## config.mk

```make
export PLATFORM = sky130hd
export DESIGN_NAME = nco_phase_accumulator
export DESIGN_NICKNAME = d
export VERILOG_FILES = /design/src/rtl/nco_phase_accumulator.sv
export SDC_FILE = /design/constraint.sdc
export NUM_CORES = 1
export LEC_CHECK = 0
export ABC_AREA = 1
export CAP_MARGIN = 10
export CORE_ASPECT_RATIO = 1.1
export CORE_MARGIN = 5
export CORE_UTILIZATION = 35
export DETAILED_ROUTE_END_ITERATION = 8
export SYNTH_ARGS = -nofsm -noshare
export SYNTH_HDL_FRONTEND = slang
export SYNTH_SLANG_ARGS = --single-unit
```

## constraint.sdc

```tcl
create_clock -name clk -period 3 [get_ports clk]
set_input_delay 0.6 -clock clk [delete_from_list [all_inputs] [get_ports clk]]
set_output_delay 0.6 -clock clk [all_outputs]
set_load 0.02 [all_outputs]
```

## src/rtl/nco_phase_accumulator.sv

```systemverilog
// nco_phase_accumulator
//   Phase generator ahead of nco_scaler_summer. Advances a phase accumulator by a
//   double-buffered frequency control word once per sample tick while a note is
//   running, and offers each phase through a single-entry valid/ready register.
//
// Ports
//   clk           system clock
//   rst           asynchronous, active-high reset
//   fcw           frequency control word (phase increment per sample)
//   fcw_valid     load fcw into the pending register this cycle
//   note_start    pulse: begin note (clear phase, enter RUN)
//   note_release  pulse: end note (drain output, return to IDLE)
//   phase_out     phase word to the summer (upper 8 bits index its LUTs)
//   phase_valid   phase_out holds an unconsumed sample
//   phase_ready   downstream accepts phase_out when phase_valid & phase_ready
//   active        high in RUN or RELEASE
//   overrun       sticky: a tick found the output register still full
`timescale 1ns/1ps

module nco_phase_accumulator #(
  parameter int unsigned CYCLES_PER_SAMPLE = 1024,
  parameter int unsigned ACC_WIDTH         = 24
) (
  input  logic                 clk,
  input  logic                 rst,
  input  logic [ACC_WIDTH-1:0] fcw,
  input  logic                 fcw_valid,
  input  logic                 note_start,
  input  logic                 note_release,
  output logic [ACC_WIDTH-1:0] phase_out,
  output logic                 phase_valid,
  input  logic                 phase_ready,
  output logic                 active,
  output logic                 overrun
);

  localparam int unsigned CNT_W = (CYCLES_PER_SAMPLE > 1) ? $clog2(CYCLES_PER_SAMPLE) : 1;
  localparam logic [CNT_W-1:0] TICK_LAST = CNT_W'(CYCLES_PER_SAMPLE - 1);

  typedef enum logic [1:0] {
    ST_IDLE    = 2'd0,
    ST_RUN     = 2'd1,
    ST_RELEASE = 2'd2
  } state_t;

  state_t               state, state_next;
  logic [ACC_WIDTH-1:0] acc, acc_next;
  logic [ACC_WIDTH-1:0] fcw_pending, fcw_pending_next;
  logic [CNT_W-1:0]     tick_cnt, tick_cnt_next;
  logic [ACC_WIDTH-1:0] phase_out_next;
  logic                 phase_valid_next;
  logic                 overrun_next;

  logic tick;
  logic slot_free;
  logic out_taken;

  assign tick      = (tick_cnt == TICK_LAST);
  assign out_taken = phase_valid & phase_ready;
  // Output register can accept a new sample if empty or being drained this cycle.
  assign slot_free = ~phase_valid | phase_ready;

  // Next-state and datapath update.
  always_comb begin
    state_next       = state;
    acc_next         = acc;
    fcw_pending_next = fcw_valid ? fcw : fcw_pending;
    tick_cnt_next    = tick ? '0 : tick_cnt + CNT_W'(1);
    phase_out_next   = phase_out;
    phase_valid_next = phase_valid & ~phase_ready;
    overrun_next     = overrun;

    unique case (state)
      ST_IDLE: begin
        if (note_start) begin
          state_next    = ST_RUN;
          acc_next      = '0;
          tick_cnt_next = '0;
          overrun_next  = 1'b0;
        end
      end

      ST_RUN: begin
        if (note_start) begin
          // Restart: phase realigns to zero, any pending output is still offered.
          acc_next      = '0;
          tick_cnt_next = '0;
          overrun_next  = 1'b0;
        end else if (note_release) begin
          // Drain only if a sample will still be waiting after this cycle.
          state_next = (phase_valid & ~phase_ready) ? ST_RELEASE : ST_IDLE;
        end else if (tick) begin
          acc_next = acc + fcw_pending;
          if (slot_free) begin
            phase_out_next   = acc;
            phase_valid_next = 1'b1;
          end else begin
            overrun_next = 1'b1;
          end
        end
      end

      ST_RELEASE: begin
        if (note_start) begin
          state_next    = ST_RUN;
          acc_next      = '0;
          tick_cnt_next = '0;
          overrun_next  = 1'b0;
        end else if (out_taken) begin
          state_next = ST_IDLE;
        end
      end

      default: begin
        state_next = ST_IDLE;
      end
    endcase
  end

  // State and output registers.
  always_ff @(posedge clk or posedge rst) begin
    if (rst) begin
      state       <= ST_IDLE;
      acc         <= '0;
      fcw_pending <= '0;
      tick_cnt    <= '0;
      phase_out   <= '0;
      phase_valid <= 1'b0;
      active      <= 1'b0;
      overrun     <= 1'b0;
    end else begin
      state       <= state_next;
      acc         <= acc_next;
      fcw_pending <= fcw_pending_next;
      tick_cnt    <= tick_cnt_next;
      phase_out   <= phase_out_next;
      phase_valid <= phase_valid_next;
      active      <= (state_next != ST_IDLE);
      overrun     <= overrun_next;
    end
  end

endmodule

```

==> results.md <==
* Full die area at about 17000 µm²
* DRT Wirelength at roughly 12 mm
* Crit path DAT at approximately 2.3 ns
* CTS Sinks at 87
* Final Total Pwr at 3.70 mW
* Setup crit end: acc[12]$_DFFE_PP0P_
* R2r startpoint: acc[0]$_DFFE_PP0P_
* Hold path cells at 2
* Internal power at approximately 2.4 mW
* R2R Path End: acc[12]$_DFFE_PP0P_
* Vias per inst at between 4 and 5
* CTS root buf: clkbuf_16
* Register area share after synthesis at a little over two fifths
* Die Y at around 140 µm
* Hold-fix buffers, CTS at 0
* Combinational Power Share at approximately 29%
* Clk network pwr share at between 30% and 40%
* Placed insts at 927
* Final Cycle Share at 68.1%
* LEAKAGE at approximately 3.2 nW
* I/O pin cnt at 57
* Antenna violations before repair at 0
* Max-cap viol count at 0
* Layout cells sized above 1 at between 7 and 8%
* Fin crit period at 2.04 ns
* Routed Antenna Nets at 0
* Core outline area at approximately 14000 µm²
* Sequential share of power at between 30% and 40%
* Non-Filler Cell Area, Final at approximately 6300 µm²
* Worst Path Max Fanout at 3
* Synthesis-to-finish area growth at 21.7%
* PortBufs at 56
* Global-route wire length before repair at about 21 mm
* Mean post-synth cell area at roughly 7.5 µm²
* R2R cell count at 10
* PD cells at 591 nW/µm²
* TritonCTS clock tree: yes
* CP startpoint: acc[0]$_DFFE_PP0P_
* Mapped Area at slightly above 5000 µm²
* H-tree depth at 3
* CP max stage cell: fa_1
* Yosys top cell by area: dfrtp_1
* Die Wd at 126 µm
* Reg clk slew, reported paths at 0.06 ns
* CP Class: reg2reg
* Worst setup SP type: flop
* Iteration-0 DRC Markers at 259
* Final layout net count at about 800
* Final setup viols at 0
* Switching power at 1.26 mW
* Fmax at approximately 0.49 GHz
* Dpl hpwl at between 9 and 10 mm
* Max Slew Vio Count at 0
* CP Data Required Time at approximately 3.2 ns
* Placed Area at roughly 5900 µm²
* Yosys synthesis warning count at 0
* Cell variety after synth at 32
* Drt drc at 0
* Routed vias at 4396
* Routed len/inst at 13.0 µm
* Setup Buffers After CTS at 0
* Post-synth top area share at roughly 42%
* Final Hold Fails at 0
* Layout Skew at ~0.0077 ns
* FF-to-FF setup slack at 0.96 ns
* Setup_tns at 0 ns
* Antenna diode count at 0
* Largest net degree at the start of global routing at between 50 and 60
* Net count after synthesis at 740
* Result of the run: finished clean
* Initial core utilization at a little over a third
* Grt total ovfl at 0
* Row count at 46
* Pre-Repair DR Iteration Count at 6
* Slew Limit Headroom at between 60% and 70%
* Worst vdd ir at 0.284 mV
* CP Cell Sequence: ha_1 > fa_1 > nand2_1 > nand2_1 > nand4_1 > nand3_1 > nand2_1 > nand3b_1 > nand3_1 > nand2_1
* Deepest clock path buffer count at 2
* Synth top area cells: dfrtp_1, nand2_1, inv_1
* Hold_ws at approximately 0.47 ns
* Seq cells post-synth at 87
* Slew @ Worst Pin at approximately 0.48 ns
* Vias in the first global route at ~4300
* RD Place Congestion at about 0.87
* Sw Ratio at between 30% and 40%
* Hold Path Class: reg2reg
* Worst Setup End Kind: flop
* Layout Cells excl Fill at about 940
* Clock Latency Late Sink at about 0.35 ns
* Total GRT Usage at 15.1%
* Unrepaired setup endpoints after global routing: no
* Cells after Synth at a little under 700
* CP max stage delay at 0.47 ns
* Num CTS Buffers at 9
* CTS resizes at 0
* Crit path top cell by count: nand2_1
==> worst min path at each step <==
stage | start | endpoint | slack [ns]
after floorplan | tick_cnt[0]$_DFF_PP0_ | tick_cnt[0]$_DFF_PP0_ | 0.48
after global placement | phase_out[6]$_DFFE_PP0P_ | phase_out[6]$_DFFE_PP0P_ | 0.45
after detailed placement | phase_out[6]$_DFFE_PP0P_ | phase_out[6]$_DFFE_PP0P_ | 0.46
after CTS | phase_out[20]$_DFFE_PP0P_ | phase_out[20]$_DFFE_PP0P_ | 0.47
after global routing | phase_out[20]$_DFFE_PP0P_ | phase_out[20]$_DFFE_PP0P_ | 0.50
final | phase_out[20]$_DFFE_PP0P_ | phase_out[20]$_DFFE_PP0P_ | 0.47
==> final cells by class <==
class / count / area [µm²]
tap: 192 / 240
clock buffer: 9 / 225
clock inverter: 7 / 103
sequential: 87 / 2180
fill: 1472 / 8180
timing repair buffer: 62 / 618
inverter: 90 / 342
multi-input combinational: 496 / 2560
==> metal layers <==
metal  up-vias  part of all wire (%)  global-route usage [%]
li1       2283                     -                       -
met2        70                    45                    24.1
met4         0                   1.8                    5.84
met1      2027                    50                    20.8
met3        16                   3.6                    2.37
met5         -                     0                       0
==> state kept, by name, indices dropped and copies added, names as in the netlist <==
signal	count
state	2
active	1
fcw_pending	24
tick_cnt	10
phase_valid	1
acc	24
phase_out	24
overrun	1
==> per-stage QoR <==
stage / utilization, % / setup WS, ns
after global routing: 43.4 / 0.801
final: 43.4 / 0.956
after detailed placement: 41.1 / 0.685
after floorplan: - / 0.150
after CTS: 43.4 / 0.951
after global placement: 41.1 / 0.748
==> kinds of logic (layout without fill, tap and decap cells) <==
logic type	count (synthesis)	in the layout	synth area share [%]
DFF	87	87	42.3
AOI/OAI and AO/OA	28	28	2.82
xor gates and xnor gates	10	10	1.70
adders and majority gates	25	25	6.22
buffers and inverters	102	168	7.97
and+or+nand+nor	409	409	33.7
muxes	24	24	5.25
==> worst max-delay path, delay by kind of cell (launching register included) <==
kind	cells	cell delay, ns
AND/OR/NAND/NOR	8	0.81
adder cells (fa/ha/maj)	2	0.72
flip-flops	1	0.41
==> layout by cell type, fill, tap and decap left out, types with 3 or more instances in the layout <==
cell             netlist  final
nand3b_1               6      6
o21ai_0               11     11
nand2_1              263    263
nor2_1                51     51
dfrtp_1               87     87
xor2_1                 3      3
nand2_2                3      3
inv_1                 87     86
a21oi_1               15     15
inv_6                  0      3
ha_1                  24     24
buf_4                  2      5
nor3_1                 8      8
mux2_2                24     24
nand4_1                8      8
clkdlybuf4s50_1        0     56
xnor2_1                7      7
nand3_1               62     62
clkbuf_16              0      9
==> synth_stat cells (all sizes together) <==
library cell / count
and2: 1
clkinv: 1
a21oi: 15
nand3b: 6
or2: 2
nor3b: 1
clkbuf: 4
nor3: 9
nor2: 52
o211ai: 1
inv: 89
dfrtp: 87
nand2: 266
xnor2: 7
fa: 1
nand4: 9
xor2: 3
o21ai: 11
ha: 24
mux2: 24
buf: 8
a21boi: 1
nand3: 63
==> power by group through the flow <==
stage          clock (mW)  combinational, mW  sequential (mW)
2_1_floorplan           0              0.827             1.38
3_3_place_gp            0               1.07             1.42
3_5_place_dp            0               1.08             1.42
4_1_cts              1.27               1.09             1.40
5_1_grt              1.31               1.25             1.41
6_report             1.23               1.08             1.40
(Power assumes the default switching activity.)
==> edit 1, RTL diff (same flow settings) <==
The 3 states of `state_t` get a one-hot encoding in 3 bits.
--- a/src/rtl/nco_phase_accumulator.sv
+++ b/src/rtl/nco_phase_accumulator.sv
@@ -37,10 +37,10 @@
   localparam int unsigned CNT_W = (CYCLES_PER_SAMPLE > 1) ? $clog2(CYCLES_PER_SAMPLE) : 1;
   localparam logic [CNT_W-1:0] TICK_LAST = CNT_W'(CYCLES_PER_SAMPLE - 1);
 
-  typedef enum logic [1:0] {
-    ST_IDLE    = 2'd0,
-    ST_RUN     = 2'd1,
-    ST_RELEASE = 2'd2
+  typedef enum logic [2:0] {
+    ST_IDLE    = 3'b001,
+    ST_RUN     = 3'b010,
+    ST_RELEASE = 3'b100
   } state_t;
 
   state_t               state, state_next;
Formal check against the unedited RTL: no difference found for any inputs over 10 cycles, from zero or initial values and one cycle with rst high; not proved beyond that.
==> edit 1 against the unedited design <==
- setup slack lost 73 ps
- area after synthesis grew 3.5%
- clock skew grew 3.3 ps
- utilization shrank 0.85 points
- final cell count grew 3.7%
- critical path depth grew 1
- critical endpoint is now acc[16]$_DFFE_PP0P_
- sequential cell count grew 1
- wire length shrank 2.8%
- cell area grew 1.8%
- count of clock-buffer cells in the layout grew 6
- largest cell class unchanged
Power is not compared: it rests on default switching activity, and its combinational part moved more than twofold at a synthesized area within 25%.
==> edit 1: results <==
group,metric,value,unit
detailed_routing,wl_per_cell,12.2,µm
global_route,track_usage,14.2,%
detailed_routing,viasPerCell,4.44,
place,dpl_cell_area,6110,µm²
global_route,grtUsageMet1,18.2,%
yosys,synth_top_cell_area_share,40.9,%
sta,finalClockSkew,11.0,ps
detailed_routing,first_iter_violations,220,
worst_setup_path,r2r_end,"acc[16]$_DFFE_PP0P_",
cells_and_area,inv_count,140,
detailed_routing,drt-met1-wl,5610,µm
yosys,synth_cell_types,34,
global_route,use_met2,23.0,%
cells_and_area,design_area,6370,µm²
detailed_routing,drt_first_pass_iters,4,
cells_and_area,clk_share,4.12,%
cells_and_area,seq_area,2200,µm²
yosys,ys_seq_area_share,41.4,%
yosys,syn-num-nets,770,
clock_tree,cts.sinks,88,
global_route,grt_pass1_vias,4288,
cells_and_area,layout-drive-gt1-share,8.18,%
cells_and_area,multi_input_gates,476,
cells_and_area,buffer_area_share,9.70,%
yosys,synthTopCellsByCount,"238 x nand2_1, 138 x inv_1, 87 x dfrtp_1",
worst_setup_path,worstRegToRegCells,11,
worst_setup_path,critPathSlowestCell,"o21ai_0",
run_status,status,"completed",
global_route,grt_max_degree,35,
==> edit 1: cell count changes in the layout (fill, tap and decap cells not counted), sizes merged, moves of 3 or more <==
cell,change
nand2,-23
inv,+47
nand3,-20
o21ai,+25
nor3,-3
clkbuf,+6
==> edit 1: cells by family after synthesis <==
group	Yosys count	share of synthesized area (%)
simple gates	364	29.1
buf+inv	151	11.3
flops	88	41.4
compound gates	52	5.29
fa+ha+maj	25	6.02
mux	24	5.08
xor+xnor	11	1.81
==> edit 1: how the worst min path moves through the flow <==
stage / start / end / slack [ps] / cells after the start
after floorplan: acc[17]$_DFFE_PP0P_ / acc[17]$_DFFE_PP0P_ / 470 / 2
after global placement: overrun$_DFFE_PP0P_ / overrun$_DFFE_PP0P_ / 480 / 2
after detailed placement: overrun$_DFFE_PP0P_ / overrun$_DFFE_PP0P_ / 480 / 2
after CTS: overrun$_DFFE_PP0P_ / overrun$_DFFE_PP0P_ / 490 / 2
after global routing: overrun$_DFFE_PP0P_ / overrun$_DFFE_PP0P_ / 530 / 2
final: overrun$_DFFE_PP0P_ / overrun$_DFFE_PP0P_ / 490 / 2
==> edit 1: stage by stage <==
stage                     worst slack (ps)  std cells  total power [µW]
after detailed placement               668        962              1820
after global routing                   645        978              2970
after floorplan                        123        715              1670
after global placement                 728        962              1820
after CTS                              852        978              2850
final                                  883        978              2810
==> edit 1: worst max-delay path, delay by kind of cell (launching register included) <==
| kind | cells | cell delay (ps) |
|---|---|---|
| AO/OA/AOI/OAI | 1 | 410 |
| AND/OR/NAND/NOR | 8 | 700 |
| adder cells (fa/ha/maj) | 2 | 500 |
| flip-flops | 1 | 380 |
==> edit 2, RTL diff (same flow settings) <==
Made on the original files. The parameter `ACC_WIDTH` goes from 24 to 36.
--- a/src/rtl/nco_phase_accumulator.sv
+++ b/src/rtl/nco_phase_accumulator.sv
@@ -19,7 +19,7 @@
 
 module nco_phase_accumulator #(
   parameter int unsigned CYCLES_PER_SAMPLE = 1024,
-  parameter int unsigned ACC_WIDTH         = 24
+  parameter int unsigned ACC_WIDTH         = 36
 ) (
   input  logic                 clk,
   input  logic                 rst,
Ports: changed (resized fcw and phase_out); port bits go from 57 to 81. The function was not compared with the original's and may differ.
==> edit 2 against the unedited design <==
- area after synthesis grew 42%
- sequential cell count grew 36
- setup slack lost 230 ps
- count of clock-buffer cells in the layout grew 16
- wire length grew 49%
- power grew 57%
- cell area grew 43%
- first-iteration DRC count grew 18%
==> edit 2: results <==
group,metric,value,unit
detailed_routing,viasPerCell,4.65,
place,dpl.hpwl,13900,µm
run_status,status,"completed",
power,switching_power,2040,µW
yosys,synth_cell_types,38,
worst_hold_path,hp-start,"phase_out[29]$_DFFE_PP0P_",
clock_tree,htreeDepth,4,
global_route,grt_max_degree,56,
cells_and_area,nets,1090,
global_route,grt_pass1_wl,31300,µm
yosys,synth_top_cell_area_share,42.0,%
power,p_leak,0.00442,µW
cells_and_area,fillerInstances,2072,
place,gp_congestion,0.890,
worst_setup_path,r2r-start,"fcw_pending[0]$_DFFE_PP0P_",
sta,tightestPinTransition,608,ps
detailed_routing,wl_per_cell,14.3,µm
cells_and_area,top_regs,"acc (36), fcw_pending (36), phase_out (36)",
worst_setup_path,worstRegToRegCells,12,
clock_tree,cts_made_buffers,17,
sta,finalClockSkew,5.44,ps
worst_setup_path,r2r_end,"acc[32]$_DFFE_PP0P_",
place,dpl_cell_area,8400,µm²
detailed_routing,drt_first_pass_iters,4,
yosys,synthTopCellsByCount,"268 x nand2_1, 143 x inv_1, 123 x dfrtp_1",
worst_setup_path,worst-r2r-setup-slack,730,ps
yosys,syn-num-nets,1000,
yosys,synthTopCellsByArea,"dfrtp_1 42%, nand2_1 14%, inv_1 7.3%, ha_1 6.1%, mux2_2 5.5%",
power,vdd_drop_max,0.000353,V
cells_and_area,layout-drive-gt1-share,12.5,%
yosys,ys_seq_area_share,42.0,%
global_route,track_usage,16.2,%
clock_tree,clk_latency,420,ps
global_route,grt_pass1_vias,6336,
==> edit 2: changes by cell type in the layout (fill, tap and decap cells not counted), moves of 12 or more <==
cell,delta
o22ai_1,+14
nor2_1,+22
inv_1,+56
dfrtp_1,+36
a21oi_1,+22
clkdlybuf4s50_1,+23
ha_1,+12
mux2_2,+12
o21ai_2,+36
==> edit 2: logic make-up (layout without fill, tap and decap cells) <==
group | after synthesis | in the layout | share of synthesized area, %
AND/OR/NAND/NOR | 428 | 428 | 24.4
adder cells (fa/ha/maj) | 37 | 37 | 6.42
XOR/XNOR | 19 | 19 | 2.27
multiplexers | 36 | 36 | 5.53
flip-flops | 123 | 123 | 42.0
buffers and inverters | 162 | 265 | 9.13
AO/OA/AOI/OAI | 116 | 116 | 10.2
==> edit 2: power by group through the flow <==
stage,combinational [µW],sequential (µW),clock [µW]
2_1_floorplan,1390,1960,0
3_3_place_gp,1850,1990,0
3_5_place_dp,1850,2000,0
4_1_cts,1870,1970,2030
5_1_grt,2130,1990,2100
6_report,1860,1960,1980
==> edit 2: how the worst max path moves through the flow <==
stage,startpoint,slack (ps),end,depth (start not counted)
finish,fcw_pending[0]$_DFFE_PP0P_,730,acc[32]$_DFFE_PP0P_,12
floorplan,rst,890,acc[0]$_DFFE_PP0P_,1
global route,tick_cnt[0]$_DFF_PP0_,590,acc[34]$_DFFE_PP0P_,11
CTS,fcw_pending[0]$_DFFE_PP0P_,740,acc[30]$_DFFE_PP0P_,12
global placement,note_start,420,acc[20]$_DFFE_PP0P_,11
detailed placement,note_start,380,acc[20]$_DFFE_PP0P_,11
==> edit 2: worst max-delay path, stage by stage, from the launching register on <==
cell and delay (ps):
dfrtp_1 380, ha_1 230, fa_1 460, nand3_1 100, nand3_1 120, nand2_1 90
nand2_1 120, nand3_1 100, nand2_1 150, nand2_1 170, nand3_1 90, nand3_1 90
nand2_1 50
==> edit 2: metal layers <==
layer  global-route usage (%)  wire length [µm]  up-vias
met4                     6.05               361        0
met3                     3.24               651       21
met1                     21.0              8730     2726
met2                     26.7              8530      105
met5                        0                 0        -
li1                         -                 -     3105
==> edit 2: layout make-up <==
type	instances	area [µm²]	area share [%]
clock buffer	25	505	5.64
multi-input combinational	636	3580	40.0
timing repair buffer	87	861	9.60
inverter	146	554	6.18
sequential	123	3080	34.3
clock inverter	7	62.6	0.698
tap	256	320	3.57
==> edit 2: metrics by stage <==
| step | util, % | worst slack [ps] | hold slack, ps | std cells |
|---|---|---|---|---|
| floorplan | - | 889 | 455 | 921 |
| global placement | 40.8 | 419 | 468 | 1248 |
| detailed placement | 40.8 | 377 | 468 | 1248 |
| CTS | 43.6 | 740 | 482 | 1280 |
| global route | 43.6 | 587 | 507 | 1280 |
| finish | 43.6 | 730 | 477 | 1280 |
